--- src/rtl/harvard_mem_arbiter.sv ---
// Time-multiplexes the Harvard CPU's fetch and data ports onto one single-port bus,
// and freezes the CPU through clk_enable while bus transfers are in flight.
module harvard_mem_arbiter #(
  parameter int unsigned TIMEOUT = 255
) (
  input  logic        clk,
  input  logic        reset,
  input  logic        cpu_active,
  input  logic [31:0] cpu_instr_address,
  output logic [31:0] cpu_instr_readdata,
  input  logic [31:0] cpu_data_address,
  input  logic        cpu_data_read,
  input  logic        cpu_data_write,
  input  logic [31:0] cpu_data_writedata,
  output logic [31:0] cpu_data_readdata,
  output logic        cpu_clk_enable,
  output logic [31:0] mem_address,
  output logic        mem_read,
  output logic        mem_write,
  output logic [31:0] mem_writedata,
  input  logic [31:0] mem_readdata,
  input  logic        mem_waitrequest,
  output logic        bus_error
);

  localparam int unsigned CW = ($clog2(TIMEOUT + 1) > 8) ? $clog2(TIMEOUT + 1) : 8;

  typedef enum logic [1:0] {
    FETCH,
    DATA,
    EXEC,
    HALT
  } state_t;

  state_t        state;
  state_t        state_nxt;
  logic [CW-1:0] wait_cnt;
  logic          req_rd;
  logic          req_wr;
  logic          strobe;
  logic          done;
  logic          abandon;
  logic          advance;

  // Strobes are qualified with reset so an asserted reset drops them without waiting for a clock edge.
  always_comb begin
    req_rd  = (state == FETCH) ||
              ((state == DATA) && cpu_data_read && !cpu_data_write);
    req_wr  = (state == DATA) && cpu_data_write;
    strobe  = reset && (req_rd || req_wr);
    done    = strobe && !mem_waitrequest;
    abandon = strobe && mem_waitrequest && (wait_cnt == CW'(TIMEOUT));
    advance = done || abandon;
  end

  always_ff @(posedge clk or negedge reset) begin
    if (!reset) begin
      state <= FETCH;
    end else begin
      state <= state_nxt;
    end
  end

  always_comb begin
    state_nxt = state;
    case (state)
      FETCH: if (advance) state_nxt = DATA;
      DATA:  if (!(req_rd || req_wr) || advance) state_nxt = EXEC;
      EXEC:  state_nxt = cpu_active ? FETCH : HALT;
      HALT:  state_nxt = HALT;
      default: state_nxt = FETCH;
    endcase
  end

  always_comb begin
    mem_read       = reset && req_rd;
    mem_write      = reset && req_wr;
    mem_address    = '0;
    mem_writedata  = '0;
    cpu_clk_enable = (state == EXEC);
    if (strobe) begin
      mem_address = (state == FETCH) ? cpu_instr_address : cpu_data_address;
    end
    if (reset && req_wr) begin
      mem_writedata = cpu_data_writedata;
    end
  end

  // Counter idles at zero whenever no strobe is up, so it is already clear on entry to FETCH/DATA.
  always_ff @(posedge clk or negedge reset) begin
    if (!reset) begin
      wait_cnt           <= '0;
      cpu_instr_readdata <= '0;
      cpu_data_readdata  <= '0;
      bus_error          <= 1'b0;
    end else begin
      if (!strobe || advance) begin
        wait_cnt <= '0;
      end else begin
        wait_cnt <= wait_cnt + CW'(1);
      end
      if ((state == FETCH) && advance) begin
        cpu_instr_readdata <= done ? mem_readdata : '1;
      end
      if ((state == DATA) && req_rd && advance) begin
        cpu_data_readdata <= done ? mem_readdata : '1;
      end
      if (abandon) begin
        bus_error <= 1'b1;
      end
    end
  end

endmodule

--- config.mk ---
export PLATFORM = sky130hd
export DESIGN_NAME = harvard_mem_arbiter
export DESIGN_NICKNAME = d
export VERILOG_FILES = /design/src/rtl/harvard_mem_arbiter.sv
export SDC_FILE = /design/constraint.sdc
export NUM_CORES = 1
export LEC_CHECK = 0
export BUFFER_PORTS_ARGS = -buffer_cell sky130_fd_sc_hd__buf_2
export CORE_ASPECT_RATIO = 0.6
export CORE_UTILIZATION = 40
export CTS_CLUSTER_SIZE = 30
export DETAILED_ROUTE_END_ITERATION = 12
export GPL_TIMING_DRIVEN = 0
export PLACE_DENSITY = 0.87
export SETUP_SLACK_MARGIN = 0.05
export SLEW_MARGIN = 20
export SYNTH_ARGS = -nofsm -noshare
export SYNTH_HDL_FRONTEND = slang
export SYNTH_SLANG_ARGS = --single-unit
--- constraint.sdc ---
create_clock -name clk -period 2 [get_ports clk]
set_input_delay 0.4 -clock clk [delete_from_list [all_inputs] [get_ports clk]]
set_output_delay 0.4 -clock clk [all_outputs]
set_load 0.03 [all_outputs]
* Yosys cells after proc, flatten, opt, wreduce, memory -nomap -nowiden
Index checks and enable logic that the tools add are counted. W data, S select, Z words.
Cells by class: $add $sub $neg 1, eq/ne operators 6, muxes and demuxes 9, reductions and logical operators 23
Operators with widths (number):
- $mux W32 | 4
- $logic_and A1 B1 Y1 | 12
- $add A8 B1 Y8 const B | 1
- $eq A8 B8 Y1 const B | 1
- $mux W8 | 1
- $pmux W2 S4 | 1
- $mux W2 | 3
- $logic_or A1 B1 Y1 | 5
- $eq A2 B2 Y1 const B | 2
- $logic_not A1 Y1 | 4
- $eq A2 B1 Y1 const B | 1
- $logic_not A2 Y1 | 1
- $ne A2 B1 Y1 const B | 1
- $ne A2 B2 Y1 const B | 1
- $reduce_and A2 Y1 | 1
Word-level totals: bits in registers 75, input port bits 134, output and inout bits 132, word-level logic and storage cells 44

* Longest topological paths before layout
Gate-level depths: netlist (run 1).
depth in word-level cells 12, depth in mapped cells 7, gate-level depth less buffers 5

* Worst setup path before layout (run 1)
Ideal clock, no wire load.
kind reg-to-output, from register state[1], to output port mem_address[10], data arrival time 1.639 ns, required time 1.600 ns, path slack -0.039 ns, cell stages (with the launch flop) 6, path through dfrtp_1 or2_2 clkbuf_1 clkbuf_1 nand2_1 a21oi_1
Between the ends: cells in the longest elaborated chain, start to end 7, elaborated cells between the ends (all ways) 10, those cells by class eq/ne (1); mux (2); reduce/logical (7)
RTL lines:
- start: declaration | line 35 | state_t state;
- start signal: assignment | line 60 | state <= state_nxt;
- $eq A2 B1 Y1 | line 48, 49
- $logic_and A1 B1 Y1 (2 in series) | line 48 | ((state == DATA) && cpu_data_read && !cpu_data_write);
- $logic_or A1 B1 Y1 | line 47 | req_rd = (state == FETCH) ||
- $logic_or A1 B1 Y1 | line 50 | strobe = reset && (req_rd || req_wr);
- $logic_and A1 B1 Y1 | line 50
- $mux W32 * | line 81 | if (strobe) begin
- end: declaration | line 17 | output logic [31:0] mem_address,
Every way passes the cells marked *; elsewhere a longest branch is shown, timed or not.

* Worst setup path after layout (run 1)
from register state[0], to output port mem_address[14]
Same word-level chain as after synthesis.

==> impl_metrics.csv, run 1 <==
group,metric,value,unit
status,status,"finished, violations left",
status,violations,"setup timing",
global_route,grt.overflow.total,0,
layout,final_nets,783,
place,pre_cts_ws,-477,ps
floorplan,initial_core_util,41.3,%
logic_synthesis,synth_edf_count,0,
worst_setup_path,end_kind,"output pin",
worst_setup_path,timing.rr.end,"cpu_instr_readdata[29]",
logic_synthesis,ys_top_cells_by_count,"75 x dfrtp_1, 70 x nand2_1, 65 x o22a_1",
place,placed_cells,723,
route,drtIter0Drc,223,
timing,skew,6.15,ps
pwr,leakage,3.38,nW
worst_setup_path,r2r_slack,-30,ps
logic_synthesis,synth_top_area_share,53.6,%
route,vias_per_cell,5.31,
logic_synthesis,yosysUniqueCellTypes,28,
logic_synthesis,syn-mean-instance-area,10.2,µm²
worst_setup_path,slowest_stage,"dfrtp_2",
worst_setup_path,worstSetupPathType,"register to output pin",
logic_synthesis,synth_ff_type,"dfrtp_1",
logic_synthesis,synth_nets,480,
worst_setup_path,slowest_delay,450,ps
layout,drive_above_1_share,63.2,%
logic_synthesis,synthTopCellsByArea,"dfrtp_1 54%, o22a_1 16%, nand2_1 7.5%",
place,placed_area,0.00508,mm²
global_route,antenna_found_initial,0,
timing,fin_ws,-170,ps
timing,rsz0062_at_grt,"yes",
floorplan,dieWidth,123,µm
clocking,cts_max_level,3,
flow_run,max_cap_violations,0,
floorplan,ios,266,
layout,fin_cells,765,
pwr,p_per_area,694,mW/mm²
floorplan,core,0.00849,mm²
worst_hold_path,hp-class,"primary input to asynchronous set/reset pin",
worst_setup_path,reg2reg_depth,7,
floorplan,rows,26,
pwr,vdd_ir_drop_max,0.831,mV
clocking,cts_buffer_depth,2,
logic_synthesis,yosysMostFrequentCell,"dfrtp_1",
timing,final_max_slew_viol_count,0,
route,drtPass1Iterations,4,
route,post_drt_wl_per_cell,19.0,µm
logic_synthesis,syn-cell-area,0.00350,mm²
worst_setup_path,cp_cell_sequence,"buf_6, nor2_4, buf_12, buf_6, nand2_1, a21oi_2, buf_6",
clocking,numCtsBuffers,9,
clocking,insertion_delay,330,ps
layout,fin_util,77.9,%
clocking,clock-sinks,75,
clocking,path_clk_slew,60,ps
worst_setup_path,arrival,1770,ps
worst_setup_path,r2r_start,"state[1]",
layout,register_area,0.00188,mm²
route,routed_wl,14500,µm
layout,areaGrowthSynthToFinish,88.6,%
timing,maxSlewHeadroom,65.7,%
logic_synthesis,ys_ff_latch,75,
timing,worst_pin_slew,512,ps
timing,max_freq,461,MHz
clocking,clockRootBuffer,"clkbuf_16",
global_route,grt_max_degree,50,
logic_synthesis,synth.largest_area_cell,"dfrtp_1",
logic_synthesis,synth_warnings,0,
layout,antenna_cells,0,
global_route,grt_first_pass_wirelength,18100,µm
layout,nFillCells,540,
layout,multi_input_area,0.00176,mm²
layout,design_area,0.00661,mm²
floorplan,fp.dieArea,0.00915,mm²
place,portBuffers,265,
timing,finalCritPeriodShare,108,%
timing,layout_min_cycle_time,2170,ps
route,vias,4059,
logic_synthesis,async_flop_share,100,%
place,dp_hpwl,8870,µm
worst_setup_path,required,1600,ps
route,ant_nets,0,
worst_setup_path,crit_top_cell,"buf_6",
timing,hold_viol_final,0,
global_route,grt_pass1_vias,3558,
logic_synthesis,synthCells,345,
clocking,cts_tree,"done",
worst_setup_path,critPathMaxFanout,8,
timing,setup_viol,112,
place,gp_congestion,0.747,
global_route,gr-usage-all-layers,26.4,%
floorplan,fp.dieH,74.5,µm
route,route.detailed.drc,0,
logic_synthesis,yosysSeqAreaShare,53.6,%
worst_setup_path,crit_path_start_kind,"register",
## worst max path at each step
stage,startpoint,to,depth (start not counted)
floorplan,state[1],mem_address[18],5
global placement,reset,mem_address[19],7
detailed placement,reset,mem_address[19],7
CTS,state[0],mem_address[8],5
global route,state[0],mem_address[8],7
finish,state[0],mem_address[14],7
## cells by family (layout without fill, tap and decap cells)
group           count (synthesis)  after routing  share of synthesized area, %
xor+xnor                        6              6                          1.50
simple gates                  129            129                          17.3
fa+ha+maj                       1              1                         0.357
flops                          75             75                          53.6
compound gates                104            104                          22.3
buf+inv                        30            338                          5.00
## report_power, final
group          internal (mW)  total (mW)  switching [mW]
Combinational          0.364        1.02           0.658
Clock                   1.13        1.74           0.612
Sequential              1.71        1.82           0.110
## layout make-up
type / instances / area share [%]
inverters: 2 / 0.114
flip-flops and latches: 75 / 28.4
multi-input cells: 240 / 26.6
well taps: 112 / 2.12
plain buffers: 27 / 5.81
clock inverters: 5 / 1.29
repair buffers: 293 / 32.0
clock buffers: 11 / 3.67
## stage by stage
stage	total power, mW	hold WS, ps	TNS [ps]
2_1_floorplan	2.39	104	-344
3_3_place_gp	2.78	464	-174220
3_5_place_dp	2.83	346	-37780
4_1_cts	4.60	24.2	-3300
5_1_grt	4.75	29.7	-9960
6_report	4.59	23.6	-5820
## registers in the layout (all words and copies together), names as in the netlist
signal,cells
cpu_data_readdata,32
cpu_instr_readdata,32
wait_cnt,8
state,2
bus_error,1
## worst max-delay path: cells and delay by family, from the launching register on
| kind | cells | cell delay, ps |
|---|---|---|
| flip-flops | 1 | 450 |
| AND/OR/NAND/NOR | 2 | 230 |
| buffers and inverters | 4 | 560 |
| AO/OA/AOI/OAI | 1 | 180 |
## routing by layer
| metal | wire length, µm | global-route usage [%] | up-vias |
|---|---|---|---|
| met2 | 7340 | 42.3 | 224 |
| met1 | 5830 | 35.2 | 1996 |
| met5 | 0 | 0 | - |
| met4 | 151 | 7.18 | 0 |
| li1 | - | - | 1821 |
| met3 | 1200 | 7.98 | 18 |
## placed cells by master, fill, tap and decap left out, types with 2 or more instances in the layout
| cell type | n |
|---|---|
| buf_4 | 20 |
| bufinv_16 | 2 |
| buf_12 | 5 |
| clkbuf_16 | 17 |
| buf_6 | 75 |
| a21oi_1 | 2 |
| nand2_1 | 60 |
| buf_2 | 199 |
| nor3_4 | 2 |
| o22a_1 | 65 |
| nand2_2 | 8 |
| and2_1 | 7 |
| nand2_4 | 2 |
| and2_4 | 25 |
| dfrtp_1 | 73 |
| nand3_1 | 3 |
| nor2_1 | 11 |
| xor2_1 | 2 |
| a21oi_2 | 25 |
| clkbuf_8 | 2 |
| a21oi_4 | 6 |
| xnor2_1 | 4 |
| or3_4 | 2 |
| dfrtp_2 | 2 |
| inv_1 | 2 |
| buf_8 | 11 |
## repair_timing
action | in CTS | in global routing
buffers inserted | 5 | 12
endpoints found under the hold margin | 26 | 0
hold buffers | 1 | 0
gates resized for setup | 151 | 135
gates cloned | 1 | 8
endpoints found under the setup margin | 126 | 126
pin swaps | 1 | 5
Power figures use the tool's default switching activity.
==> inputs of run 2 (changes only) <==
- PLACE_DENSITY: 0.87 -> 0.8
==> run 2 against run 1 <==
  * The run still ends with setup timing left
  * Clock skew shrank 1.9 ps
  * Clock-buffer cell count is the same
  * Setup slack gained 52 ps
  * Utilization shrank 3.9 points
  * First-iteration DRC count grew 8.5%
  * Total power grew 4.0%
  * Sequential cell count is the same
  * Largest cell class unchanged
==> impl_metrics.csv, run 2 (synthesized netlist as in run 1, its figures left out) <==
group,metric,value,unit
global_route,grt_pass1_vias,3611,
worst_setup_path,slowest_stage,"dfrtp_2",
worst_setup_path,end_kind,"output pin",
worst_setup_path,cp_cell_sequence,"a211o_1, buf_6, clkbuf_16, a21oi_2, buf_6",
worst_setup_path,crit_top_cell,"buf_6",
timing,final_max_slew_viol_count,0,
route,met2WireLength,7220,µm
global_route,antenna_found_initial,0,
place,dp_hpwl,9400,µm
place,gp_congestion,0.796,
pwr,vdd_ir_drop_max,0.647,mV
layout,biggestRegsByFlops,"cpu_data_readdata (32), cpu_instr_readdata (32), wait_cnt (8)",
worst_setup_path,crit_start,"state[0]",
route,vias,4014,
timing,fin_ws,-117,ps
route,wl_met1,5490,µm
layout,layout_commonest_cell,"buf_2",
global_route,grt.overflow.total,0,
floorplan,ios,266,
route,route.detailed.drc,0,
worst_setup_path,crit_buf_inv,3,
route,ant_nets,0,
timing,worst_pin_slew,573,ps
worst_setup_path,endpoint,"mem_address[2]",
layout,nFillCells,581,
clocking,clockRootBuffer,"clkbuf_16",
clocking,path_clk_slew,60,ps
worst_setup_path,crit_path_start_kind,"register",
route,routed_wl,14300,µm
clocking,cts_tree,"done",
timing,setup_viol,121,
worst_setup_path,required,1600,ps
flow_run,max_cap_violations,0,
route,wl_met3,1320,µm
place,placed_area,0.00508,mm²
floorplan,rows,26,
pwr,leakage,3.16,nW
status,violations,"setup timing",
worst_setup_path,cp.depth,5,
worst_setup_path,reg2reg_depth,7,
floorplan,fp.dieH,74.5,µm
layout,fin_cells,747,
place,portBuffers,265,
layout,antenna_cells,0,
floorplan,fp.dieArea,0.00915,mm²
floorplan,core,0.00849,mm²
timing,skew,4.21,ps
clocking,numCtsBuffers,9,
worst_setup_path,worstSetupPathType,"register to output pin",
timing,layout_min_cycle_time,2120,ps
floorplan,initial_core_util,41.3,%
status,status,"finished, violations left",
timing,hold_viol_final,0,
layout,drive_above_1_share,56.5,%
timing,max_freq,472,MHz
timing,finalCritPeriodShare,106,%
worst_setup_path,r2r_start,"state[0]",
clocking,cts_buffer_depth,2,
global_route,grt_max_degree,54,
worst_setup_path,r2r_slack,-110,ps
layout,fin_util,73.9,%
timing,holdWs,68.8,ps
global_route,grt_first_pass_wirelength,18700,µm
pwr,p_per_area,760,mW/mm²
worst_hold_path,hp-class,"primary input to asynchronous set/reset pin",
layout,design_area,0.00627,mm²
route,drtPass1Iterations,4,
timing,maxSlewHeadroom,61.8,%
worst_setup_path,critPathMaxFanout,7,
worst_setup_path,arrival,1720,ps
layout,areaGrowthSynthToFinish,79.0,%
worst_setup_path,timing.rr.end,"cpu_data_readdata[23]",
pwr,total_power,4.77,mW
layout,final_nets,765,
worst_setup_path,slowest_delay,470,ps
route,vias_per_cell,5.37,
clocking,cts_max_level,3,
worst_setup_path,critPathTopFamily,"flip-flops",
clocking,insertion_delay,330,ps
route,drtIter0Drc,242,
layout,final_cell_mix,"202 x buf_2, 73 x buf_6, 73 x dfrtp_1",
place,placed_cells,723,
floorplan,dieWidth,123,µm
clocking,clock-sinks,75,
global_route,gr-usage-all-layers,27.5,%
route,top_layer_used,"met4",
timing,rsz0062_at_grt,"yes",
route,post_drt_wl_per_cell,19.1,µm
run 2: cell count changes in the layout (fill, tap and decap cells not counted), sizes merged:
cell / delta
bufinv: +2
buf: -25
clkinvlp: -1
inv: -1
clkbuf: +7
run 2: worst min path at each step:
stage	slack, ps	cells past startpoint	endpoint	startpoint
finish	70	2	cpu_instr_readdata[19]	reset
detailed placement	320	1	cpu_data_readdata[23]	reset
CTS	70	2	cpu_data_readdata[19]	reset
global placement	460	1	bus_error	bus_error
floorplan	100	0	bus_error	reset
global route	90	2	cpu_instr_readdata[14]	reset
run 2: cell type report:
cell class              instances  area [µm²]  share of cell area, %
flip-flops and latches         75        1880                   30.0
well taps                     112         140                   2.23
clock buffers                  11         233                   3.71
clock inverters                 5         125                   1.99
multi-input cells             240        1750                   27.9
repair buffers                275        1830                   29.2
plain buffers                  27         308                   4.91
inverters                       2        7.51                  0.120
run 2: per-layer routing:
| layer | up-vias | track usage (%) |
|---|---|---|
| li1 | 1784 | - |
| met1 | 1975 | 33.8 |
| met2 | 228 | 45.8 |
| met3 | 27 | 10.1 |
| met4 | 0 | 8.40 |
| met5 | - | 0 |
run 2: through the flow:
stage | TNS (ps) | worst slack (ps)
after global placement | -173860 | -1470
final | -9200 | -117
after detailed placement | -32740 | -424
after global routing | -15990 | -163
after CTS | -2070 | -68.0
after floorplan | -344 | -38.9
run 2: timing repair:
item | in CTS | in global routing
setup endpoints to repair | 126 | 128
hold endpoints to repair | 22 | 0
pin swaps | 1 | 0
resized for setup | 180 | 35
hold buffers | 1 | 0
gates cloned | 0 | 4
buffers inserted | 3 | 1
run 2: power by group:
| group | leakage [nW] | switching, mW | internal [mW] |
|---|---|---|---|
| Clock | 0.174 | 0.595 | 1.34 |
| Sequential | 0.963 | 0.109 | 1.71 |
| Combinational | 2.03 | 0.658 | 0.356 |
| Total | 3.16 | 1.36 | 3.41 |
run 2: worst register-to-register path: cells and delay by family, from the launching register on:
kind / cells / cell delay (ps)
buf+inv: 4 / 630
flops: 1 / 470
simple gates: 1 / 380
compound gates: 2 / 510
==> inputs of run 3 (changes only) <==
- clock period: 2 -> 2.2 ns (I/O delays scaled with it)
==> run 3 against run 2 <==
  * The run now ends clean
  * Clock-buffer cell count grew 1
  * Cell count decreased by 0.54%
  * Design area is 5.5% lower
  * Global-route usage decreased by 1.2 points
  * Worst hold slack improved by 2.1 ps
  * Sequential power fell by 9%
  * Combinational power fell by 9%
  * First-iteration DRC count fell by 21%
  * Register-to-register slack gained 200 ps
  * Clock skew increased by 0.74 ps
  * Critical path type unchanged
==> impl_metrics.csv, run 3 (synthesized netlist as in run 1, its figures left out) <==
group,metric,value,unit
timing,holdWs,70.9,ps
layout,final_nets,761,
floorplan,ios,266,
timing,finalCritPeriodShare,98.9,%
route,ant_nets,0,
timing,setup_tns,0,ps
clocking,cts_buffer_depth,2,
timing,rsz0062_at_grt,"yes",
timing,layout_min_cycle_time,2180,ps
worst_setup_path,timing.rr.end,"cpu_instr_readdata[13]",
pwr,p_per_area,688,mW/mm²
timing,setup_viol,0,
global_route,grt.overflow.total,0,
timing,max_freq,460,MHz
pwr,total_power,4.08,mW
place,gp_congestion,0.814,
timing,hold_viol_final,0,
worst_setup_path,crit_path_start_kind,"register",
clocking,cts_tree,"done",
place,pre_cts_ws,-473,ps
route,drtIter0Drc,192,
layout,final_cell_mix,"226 x buf_2, 73 x dfrtp_1, 70 x nand2_1",
pwr,vdd_ir_drop_max,0.657,mV
timing,fin_ws,25.0,ps
worst_setup_path,reg2reg_depth,6,
layout,fin_cells,743,
pwr,p_clk_share,36.9,%
global_route,grt_pass1_vias,3335,
floorplan,rows,26,
floorplan,dieWidth,123,µm
place,dp_hpwl,9760,µm
worst_setup_path,required,1760,ps
worst_setup_path,arrival,1740,ps
route,vias,3883,
clocking,insertion_delay,330,ps
pwr,leakage,3.07,nW
worst_setup_path,crit_start,"state[0]",
pwr,seq_power_share,40.5,%
pwr,internal_power,2.85,mW
floorplan,core,0.00849,mm²
global_route,grt_first_pass_wirelength,17700,µm
worst_setup_path,r2r_slack,90,ps
route,routed_wl,13700,µm
route,route.detailed.drc,0,
worst_hold_path,hp-class,"primary input to asynchronous set/reset pin",
place,portBuffers,265,
layout,drive_above_1_share,56.7,%
worst_setup_path,critPathMaxFanout,10,
global_route,grt_max_degree,41,
pwr,p_sw,1.23,mW
route,vias_per_cell,5.23,
floorplan,initial_core_util,41.3,%
timing,maxSlewHeadroom,67.8,%
global_route,antenna_found_initial,0,
route,post_drt_wl_per_cell,18.5,µm
floorplan,fp.dieArea,0.00915,mm²
worst_setup_path,worstSetupPathType,"register to output pin",
clocking,clockRootBuffer,"clkbuf_16",
layout,layout_commonest_cell,"buf_2",
timing,skew,4.95,ps
layout,antenna_cells,0,
worst_setup_path,end_kind,"output pin",
clocking,cts_max_level,3,
clocking,numCtsBuffers,9,
layout,biggestRegsByFlops,"cpu_data_readdata (32), cpu_instr_readdata (32), wait_cnt (8)",
route,drtPass1Iterations,5,
clocking,clock-sinks,75,
timing,worst_pin_slew,481,ps
worst_setup_path,r2r_start,"state[0]",
clocking,path_clk_slew,60,ps
pwr,power_frac_comb,22.6,%
timing,final_max_slew_viol_count,0,
layout,areaGrowthSynthToFinish,69.2,%
place,placed_cells,723,
pwr,sw_frac_of_total,30.2,%
status,status,"complete, no violations",
global_route,gr-usage-all-layers,26.3,%
floorplan,fp.dieH,74.5,µm
flow_run,max_cap_violations,0,
==> run 3: cell types whose count changed in the layout (fill, tap and decap cells not counted), moves of 7 or more <==
cell | previous run | this run
buf_6 | 73 | 42
buf_2 | 202 | 226
buf_4 | 8 | 16
a21oi_4 | 19 | 12
and2_1 | 32 | 25
and2_4 | 0 | 7
==> run 3: worst max-delay path, stage by stage, from the launching register on <==
cell     delay (ps)
dfrtp_2         460
a211o_1         320
buf_6           150
buf_8           150
a21oi_1         130
buf_4           190
==> run 3: how the worst max path moves through the flow <==
stage | to | slack (ps) | depth (start not counted)
after floorplan | mem_address[10] | 120 | 5
after global placement | mem_address[14] | -1280 | 7
after detailed placement | mem_address[14] | -470 | 7
after CTS | mem_address[3] | 20 | 5
after global routing | mem_address[4] | -40 | 5
final | mem_address[4] | 20 | 5
==> run 3: power groups by stage <==
stage          registers [mW]  logic [mW]  clock network [mW]
2_1_floorplan            2.02       0.146                   0
3_5_place_dp             1.67       0.893                   0
4_1_cts                  1.65       0.906                1.54
6_report                 1.65       0.923                1.51
3_3_place_gp             1.66       0.871                   0
5_1_grt                  1.67       0.972                1.60
==> run 3: per-layer routing <==
layer  part of all wire, %  up-vias  track usage (%)  wire (µm)
met3                   7.9       22             8.82       1090
met5                     0        -                0          0
met4                   1.8        0             7.72        253
met2                    49      183             41.6       6720
li1                      -     1776                -          -
met1                    41     1902             34.7       5680
==> run 3: cell type report <==
| cell class | count | area [µm²] |
|---|---|---|
| timing repair buffer | 271 | 1670 |
| inverter | 2 | 7.51 |
| sequential | 75 | 1880 |
| clock buffer | 12 | 267 |
| multi-input combinational | 240 | 1690 |
| tap | 112 | 140 |
| fill | 627 | 2560 |
| buffer | 27 | 229 |
| clock inverter | 4 | 47.5 |
==> run 3: timing repair <==
action | CTS | global route
hold endpoints to repair | 40 | 0
setup endpoints to repair | 123 | 110
buffers inserted | 2 | 2
pin swaps | 0 | 2
hold buffers | 1 | 0
resized for setup | 77 | 113
==> run 3: through the flow <==
| step | utilization (%) | area [µm²] |
|---|---|---|
| finish | 69.8 | 5930 |
| global route | 69.8 | 5930 |
| CTS | 65.2 | 5540 |
| detailed placement | 58.8 | 4990 |
| global placement | 58.5 | 4970 |
| floorplan | - | 3500 |
